--- config.mk ---
export PLATFORM = sky130hd
export DESIGN_NAME = mem_dump_ctrl
export DESIGN_NICKNAME = d
export VERILOG_FILES = /design/src/rtl/cpu_dbg_pkg.sv /design/src/rtl/mem_dump_ctrl.sv
export SDC_FILE = /design/constraint.sdc
export NUM_CORES = 1
export LEC_CHECK = 0
export CORE_AREA = 2 2 81 83
export DETAILED_ROUTE_END_ITERATION = 8
export DIE_AREA = 0 0 83 85
export PLACE_DENSITY_LB_ADDON = 0.3
export SLEW_MARGIN = 20
export SYNTH_ARGS = -nofsm -noshare
export SYNTH_HDL_FRONTEND = slang
export SYNTH_SLANG_ARGS = --single-unit
--- constraint.sdc ---
create_clock -name clk -period 3.6 [get_ports clk]
set_input_delay 0.54 -clock clk [delete_from_list [all_inputs] [get_ports clk]]
set_output_delay 0.54 -clock clk [all_outputs]
set_load 0.03 [all_outputs]
--- src/rtl/cpu_dbg_pkg.sv ---
// Shared debug definitions: dump controller states, dump cause codes and the
// default halt instruction used by the CPU decoder and benches.
package cpu_dbg_pkg;

    typedef logic [2:0] state_t;

    localparam state_t ST_RUN   = 3'd0;
    localparam state_t ST_ISSUE = 3'd1;
    localparam state_t ST_WAIT  = 3'd2;
    localparam state_t ST_OUT   = 3'd3;
    localparam state_t ST_DONE  = 3'd4;

    typedef logic [1:0] cause_t;

    localparam cause_t CAUSE_NONE    = 2'd0;
    localparam cause_t CAUSE_HALT    = 2'd1;
    localparam cause_t CAUSE_FORCE   = 2'd2;
    localparam cause_t CAUSE_TIMEOUT = 2'd3;

    localparam logic [31:0] DEFAULT_HALT_INSTR = 32'hFFFF_FFFF;

endpackage

--- src/rtl/mem_dump_ctrl.sv ---
// Halt-detect and data-memory dump controller: stalls the core on a halt word,
// forced request or watchdog timeout, then streams memory out over valid/ready.
module mem_dump_ctrl
    import cpu_dbg_pkg::*;
#(
    parameter int unsigned DATA_W                = 32,
    parameter int unsigned ADDR_W                = 10,
    parameter int unsigned DUMP_WORDS            = 1023,
    parameter int unsigned INSTR_W               = 32,
    parameter logic [INSTR_W-1:0] HALT_INSTR     = INSTR_W'(DEFAULT_HALT_INSTR),
    parameter int unsigned TIMEOUT               = 0
) (
    input  logic              clk,
    input  logic              rst,
    input  logic [INSTR_W-1:0] instruction,
    input  logic              instr_valid,
    input  logic              force_dump,
    output logic              halt_req,
    output logic              mem_rd_en,
    output logic [ADDR_W-1:0] mem_rd_addr,
    input  logic [DATA_W-1:0] mem_rd_data,
    output logic              dout_valid,
    input  logic              dout_ready,
    output logic [DATA_W-1:0] dout_data,
    output logic [ADDR_W-1:0] dout_addr,
    output logic              dout_last,
    output logic [1:0]        cause,
    output logic              done
);

    localparam logic [ADDR_W-1:0] LAST_ADDR = ADDR_W'(DUMP_WORDS - 1);

    state_t              state_q, state_d;
    logic [ADDR_W-1:0]   cnt_q, cnt_d;
    logic [31:0]         cyc_q, cyc_d;
    logic                halt_q, halt_d;
    logic                valid_q, valid_d;
    logic [DATA_W-1:0]   data_q, data_d;
    logic [ADDR_W-1:0]   addr_q, addr_d;
    logic                last_q, last_d;
    cause_t              cause_q, cause_d;
    logic                done_q, done_d;

    logic hit_halt, hit_wd;

    assign hit_halt = instr_valid && (instruction == HALT_INSTR);
    // Fires on the RUN cycle that brings the count up to TIMEOUT.
    assign hit_wd   = (TIMEOUT != 0) && (cyc_q >= 32'(TIMEOUT - 1));

    always_comb begin
        state_d = state_q;
        cnt_d   = cnt_q;
        cyc_d   = cyc_q;
        halt_d  = halt_q;
        valid_d = valid_q;
        data_d  = data_q;
        addr_d  = addr_q;
        last_d  = last_q;
        cause_d = cause_q;
        done_d  = done_q;
        unique case (state_q)
            ST_RUN: begin
                cyc_d = (cyc_q == 32'hFFFF_FFFF) ? cyc_q : cyc_q + 32'd1;
                if (hit_halt || force_dump || hit_wd) begin
                    state_d = ST_ISSUE;
                    halt_d  = 1'b1;
                    cnt_d   = '0;
                    if (hit_halt)        cause_d = CAUSE_HALT;
                    else if (force_dump) cause_d = CAUSE_FORCE;
                    else                 cause_d = CAUSE_TIMEOUT;
                end
            end
            ST_ISSUE: state_d = ST_WAIT;
            ST_WAIT: begin
                data_d  = mem_rd_data;
                addr_d  = cnt_q;
                last_d  = (cnt_q == LAST_ADDR);
                valid_d = 1'b1;
                state_d = ST_OUT;
            end
            ST_OUT: begin
                if (dout_ready) begin
                    valid_d = 1'b0;
                    if (last_q) begin
                        state_d = ST_DONE;
                        done_d  = 1'b1;
                    end else begin
                        cnt_d   = cnt_q + 1'b1;
                        state_d = ST_ISSUE;
                    end
                end
            end
            ST_DONE: state_d = ST_DONE;
            default: state_d = ST_RUN;
        endcase
    end

    always_ff @(posedge clk or posedge rst) begin
        if (rst) begin
            state_q <= ST_RUN;
            cnt_q   <= '0;
            cyc_q   <= '0;
            halt_q  <= 1'b0;
            valid_q <= 1'b0;
            data_q  <= '0;
            addr_q  <= '0;
            last_q  <= 1'b0;
            cause_q <= CAUSE_NONE;
            done_q  <= 1'b0;
        end else begin
            state_q <= state_d;
            cnt_q   <= cnt_d;
            cyc_q   <= cyc_d;
            halt_q  <= halt_d;
            valid_q <= valid_d;
            data_q  <= data_d;
            addr_q  <= addr_d;
            last_q  <= last_d;
            cause_q <= cause_d;
            done_q  <= done_d;
        end
    end

    assign halt_req    = halt_q;
    assign mem_rd_en   = (state_q == ST_ISSUE);
    assign mem_rd_addr = cnt_q;
    assign dout_valid  = valid_q;
    assign dout_data   = data_q;
    assign dout_addr   = addr_q;
    assign dout_last   = last_q;
    assign cause       = cause_q;
    assign done        = done_q;

endmodule

* Word level (Yosys, flattened, before mapping)
Index checks and enable logic that the tools add are counted.
** Storage, ports and cells
- Flip-flop bits (word level) :: 61
- Input bits :: 69
- Output and inout bits :: 59
- Logic and storage cells :: 41
** Cells by class
- Add/subtract/negate cells :: 1
- Equality and inequality tests :: 9
- Multiplexer cells :: 12
- Reduce and logical (&&, ||, !) cells :: 10
** Operators with widths (count)
- == test 32 bit, second input constant :: 1
- 2-to-1 mux 10 bit :: 3
- one-hot mux 10 bit (2 select lines) :: 1
- one-hot mux 3 bit (5 select lines) :: 1
- adder 10 x 1 -> 10 bit, second input constant :: 1
- == test 10 bit, second input constant :: 1
- 2-to-1 mux 3 bit :: 3
- == test 3 x 2 -> 1 bit, second input constant :: 2
- inequality test 2 bit, second input constant :: 3
- AND reduction 2 bit :: 3
- AND reduction 4 bit :: 1
- nonzero test 2 bit :: 2
- == test 3 x 1 -> 1 bit, second input constant :: 1
- == test 3 bit, second input constant :: 1
- logical NOT 3 bit :: 1
- AND reduction 3 bit :: 1
- 2-to-1 mux 1 bit :: 2
- 2-to-1 mux 2 bit :: 1
- one-hot mux 1 bit (2 select lines) :: 1
- logical AND 1 bit :: 1
- logical OR 1 bit :: 1

* Longest topological paths before layout
- Depth after elaboration :: 5
- Depth in mapped cells :: 6
- Mapped depth without buffers :: 5

* Worst setup path after synthesis
Ideal clock, no wire load.
- Kind :: input to register
- Start :: input instr_valid
- End :: register cnt_q[0], in the netlist mem_rd_addr[0]
- Setup time :: 0.125 ns
- Arrival time :: 1.810 ns
- Data required time :: 3.475 ns
- Slack :: 1.665 ns
- Stages :: 5
- Path buffers :: 0
- Cells stage by stage :: nand4_1 -> nor4_1 -> nand3_1 -> a211oi_4 -> mux2_4
** On the way
- Longest elaborated chain between the ends :: 4
** Ends and longest elaborated chain
- start, declared :: line mem_dump_ctrl.sv:16 : input logic instr_valid,
- logical AND 1 bit :: line mem_dump_ctrl.sv:46 : assign hit_halt = instr_valid && (instruction == HALT_INSTR);
- logical OR 1 bit :: line mem_dump_ctrl.sv:64 : if (hit_halt || force_dump || hit_wd) begin
- inequality test 2 bit (no source line)
- AND reduction 4 bit (no source line)
- end signal, assigned :: line mem_dump_ctrl.sv:112 : cnt_q <= cnt_d;
- end, declared :: line mem_dump_ctrl.sv:34 : logic [ADDR_W-1:0] cnt_q, cnt_d;
No other way between the ends.
A chain may end at the register's enable or synchronous reset.

* Worst setup path after layout
- Start :: register state_q[0]
- End :: output mem_rd_en
** On the way
- Longest elaborated chain between the ends :: 1
** Ends and longest elaborated chain
- start, declared :: line mem_dump_ctrl.sv:33 : state_t state_q, state_d;
- start signal, assigned :: line mem_dump_ctrl.sv:111 : state_q <= state_d;
- == test 3 x 1 -> 1 bit :: line mem_dump_ctrl.sv:125 : assign mem_rd_en = (state_q == ST_ISSUE);
- end, declared :: line mem_dump_ctrl.sv:19 : output logic mem_rd_en,
No other way between the ends.

==> impl_metrics.json <==
{
  "outcome": "finished clean",
  "p_leak_nw": 1.71,
  "path_class": "reg -> out",
  "maxCapViolCount": 0,
  "avgSynthCellArea_um2": 12.7,
  "fin_crit_ns": 2.34,
  "syn2layout_area_growth_pct": 58.8,
  "cts-root-buf": "clkbuf_8",
  "die_x_um": 83,
  "worstMarginPinSlew_ns": 0.666,
  "dieHeight_um": 85,
  "critPathLaunchType": "flop",
  "cts_buffers": 9,
  "clk-insertion-delay-late_ns": 0.33,
  "synth.distinct_cells": 32,
  "dpl-instance-area_um2": 3940,
  "htree_levels": 3,
  "drive_gt1_share_pct": 19.2,
  "period_share_pct": 65.1,
  "start_util_pct": 41.7,
  "cts_tree": "done",
  "firstDrtPassIters": 4,
  "endpoint_kind": "output port",
  "grt_usage_pct": 18.4,
  "cp_top_family": "buffers and inverters",
  "hp-class": "reg -> reg",
  "clk_pin_slew_worst_paths_ns": 0.06,
  "slew_headroom_pct": 55.4,
  "synth_fp_nets": 274,
  "worstPathCellList": "nor3b_1 > clkdlybuf4s50_1",
  "cpPeakStageDelay_ns": 0.72,
  "endpoint": "mem_rd_en",
  "cp.depth": 2,
  "core_um2": 6200,
  "synth_seq_cells": 61,
  "required_ns": 3.06,
  "num_antenna_cells": 0,
  "synth_warnings": 0,
  "cp_max_fo": 10,
  "setup_viol": 0,
  "grt_max_degree": 42,
  "drc": 0,
  "postLayoutCellArea_um2": 4110,
  "rrSetupSlack_ns": 1.47,
  "num_vias": 2110,
  "finalClockSkew_ns": 0.00835,
  "cts-resized-gates": 0,
  "cp_data_arrival_time_ns": 1.80,
  "instances_no_fill": 416,
  "wl_per_cell_um": 14.9,
  "die-area_um2": 7060,
  "async_reset_ff_share_pct": 100,
  "worstHoldPathCells": 1,
  "crit_path_start": "state_q[0]",
  "path_buf_inv": 1,
  "synthesis.area_um2": 2590,
  "slew_viol_final": 0,
  "ff2ff_path_depth": 3,
  "holdBufCountCts": 0,
  "clock-sinks": 61,
  "ys_seq_area_share_pct": 59.0,
  "antenna_left": 0,
  "grt-ovfl-total": 0,
  "yosysTopAreaCell": "dfrtp_1",
  "drtIter0Drc": 45,
  "netlist_top_cells_area": "dfrtp_1 59%, mux2_2 18%, a31oi_1 2.2%",
  "r2r-end": "dout_data[23]",
  "maxClockFrequency_ghz": 0.427,
  "hpwl_mm": 4.49,
  "hold_start": "halt_req",
  "crit_slowest_cell": "clkdlybuf4s50_1",
  "synth_edf_count": 0,
  "rsz0062_at_grt": "false",
  "placed_cells": 401,
  "timing.rr.start": "state_q[1]",
  "nets": 406,
  "num_rows": 29,
  "vias_per_cell": 5.07,
  "synthCells": 203,
  "tns_ns": 0,
  "finalHoldViolCount": 0,
  "p_total_w": 0.00349,
  "grt_first_pass_wirelength_mm": 10.4,
  "grt_pass1_vias": 2061,
  "post_cts_buffers": 0,
  "synthFlopType": "dfrtp_1",
  "powerDensity_nw_per_um2": 850,
  "io_pins": 128,
  "yosysTopAreaCellShare_pct": 59.0,
  "wl_mm": 6.18,
  "clock_path_buffers": 2,
  "numPortBuffers": 127,
  "antenna_found_initial": 0,
  "ir_worst_vdd_mv": 0.529,
  "place.gp.congestion": 0.764
}
==> cells in the mapped netlist, drive strengths merged (4+ instances only) <==
cell type / count
dfrtp: 61
mux2: 44
nand2: 12
a31oi: 9
nor2: 9
nand3: 7
nand4: 7
inv: 6
buf: 5
nor3: 5
clkbuf: 4
o21ai: 4
==> cell families (layout without fill, tap and decap cells) <==
kind of cell               count (synthesis)  after routing  share of synthesized area, %
AOI/OAI and AO/OA                         27             27                          7.40
muxes                                     44             44                          19.4
DFF                                       61             61                          59.0
buffers and inverters                     15            151                          2.42
and+or+nand+nor                           54             54                          10.7
adders and majority gates                  2              2                         0.967
==> area by class of cell <==
class,instances,area [um^2]
Fill cell,477,2100
Inverter,6,22.5
Clock inverter,4,25.0
Sequential cell,61,1530
Tap cell,77,96.3
Multi-Input combinational cell,127,1000
Clock buffer,11,141
Timing Repair Buffer,130,1290
==> power by group <==
group          leakage [nW]  total (W)  switching [W]  internal, W
Combinational         0.878    0.00181       0.000942     0.000870
Clock                0.0812   0.000516       0.000254     0.000262
Sequential            0.746    0.00116       0.000203     0.000962
==> per-layer routing <==
layer	share of wire, %	vias to the layer above	track usage [%]
li1	-	1001	-
met1	46	999	25.5
met2	45	98	26.5
met3	7.4	12	7.59
met4	1.5	0	5.96
met5	0	-	0
==> cells in the final DEF, fill, tap and decap left out, types with 7 or more instances in the layout <==
cell type / n
nand3_1: 7
mux2_2: 42
nand2_1: 12
nor2_1: 9
clkbuf_8: 10
clkdlybuf4s50_1: 127
dfrtp_1: 61
nand4_1: 7
a31oi_1: 9
==> sequential cells by signal, summed over array words and instances (netlist names) <==
register     cells
cause            2
done             1
dout_addr       10
dout_data       32
dout_last        1
dout_valid       1
halt_req         1
mem_rd_addr     10
state_q          3
==> metrics by stage <==
step	worst slack (ns)	hold WS, ns	util (%)
final	1.26	0.467	66.2
after global routing	1.12	0.486	66.2
after CTS	1.25	0.462	66.2
after detailed placement	0.911	0.447	63.5
after global placement	0.951	0.439	63.5
after floorplan	1.55	0.571	-
==> worst min-delay path by stage <==
stage                             to
after floorplan           state_q[1]
after global placement      halt_req
after detailed placement    halt_req
after CTS                   halt_req
after global routing        halt_req
final                       halt_req
No activity file was read; power rests on OpenSTA's default activity.
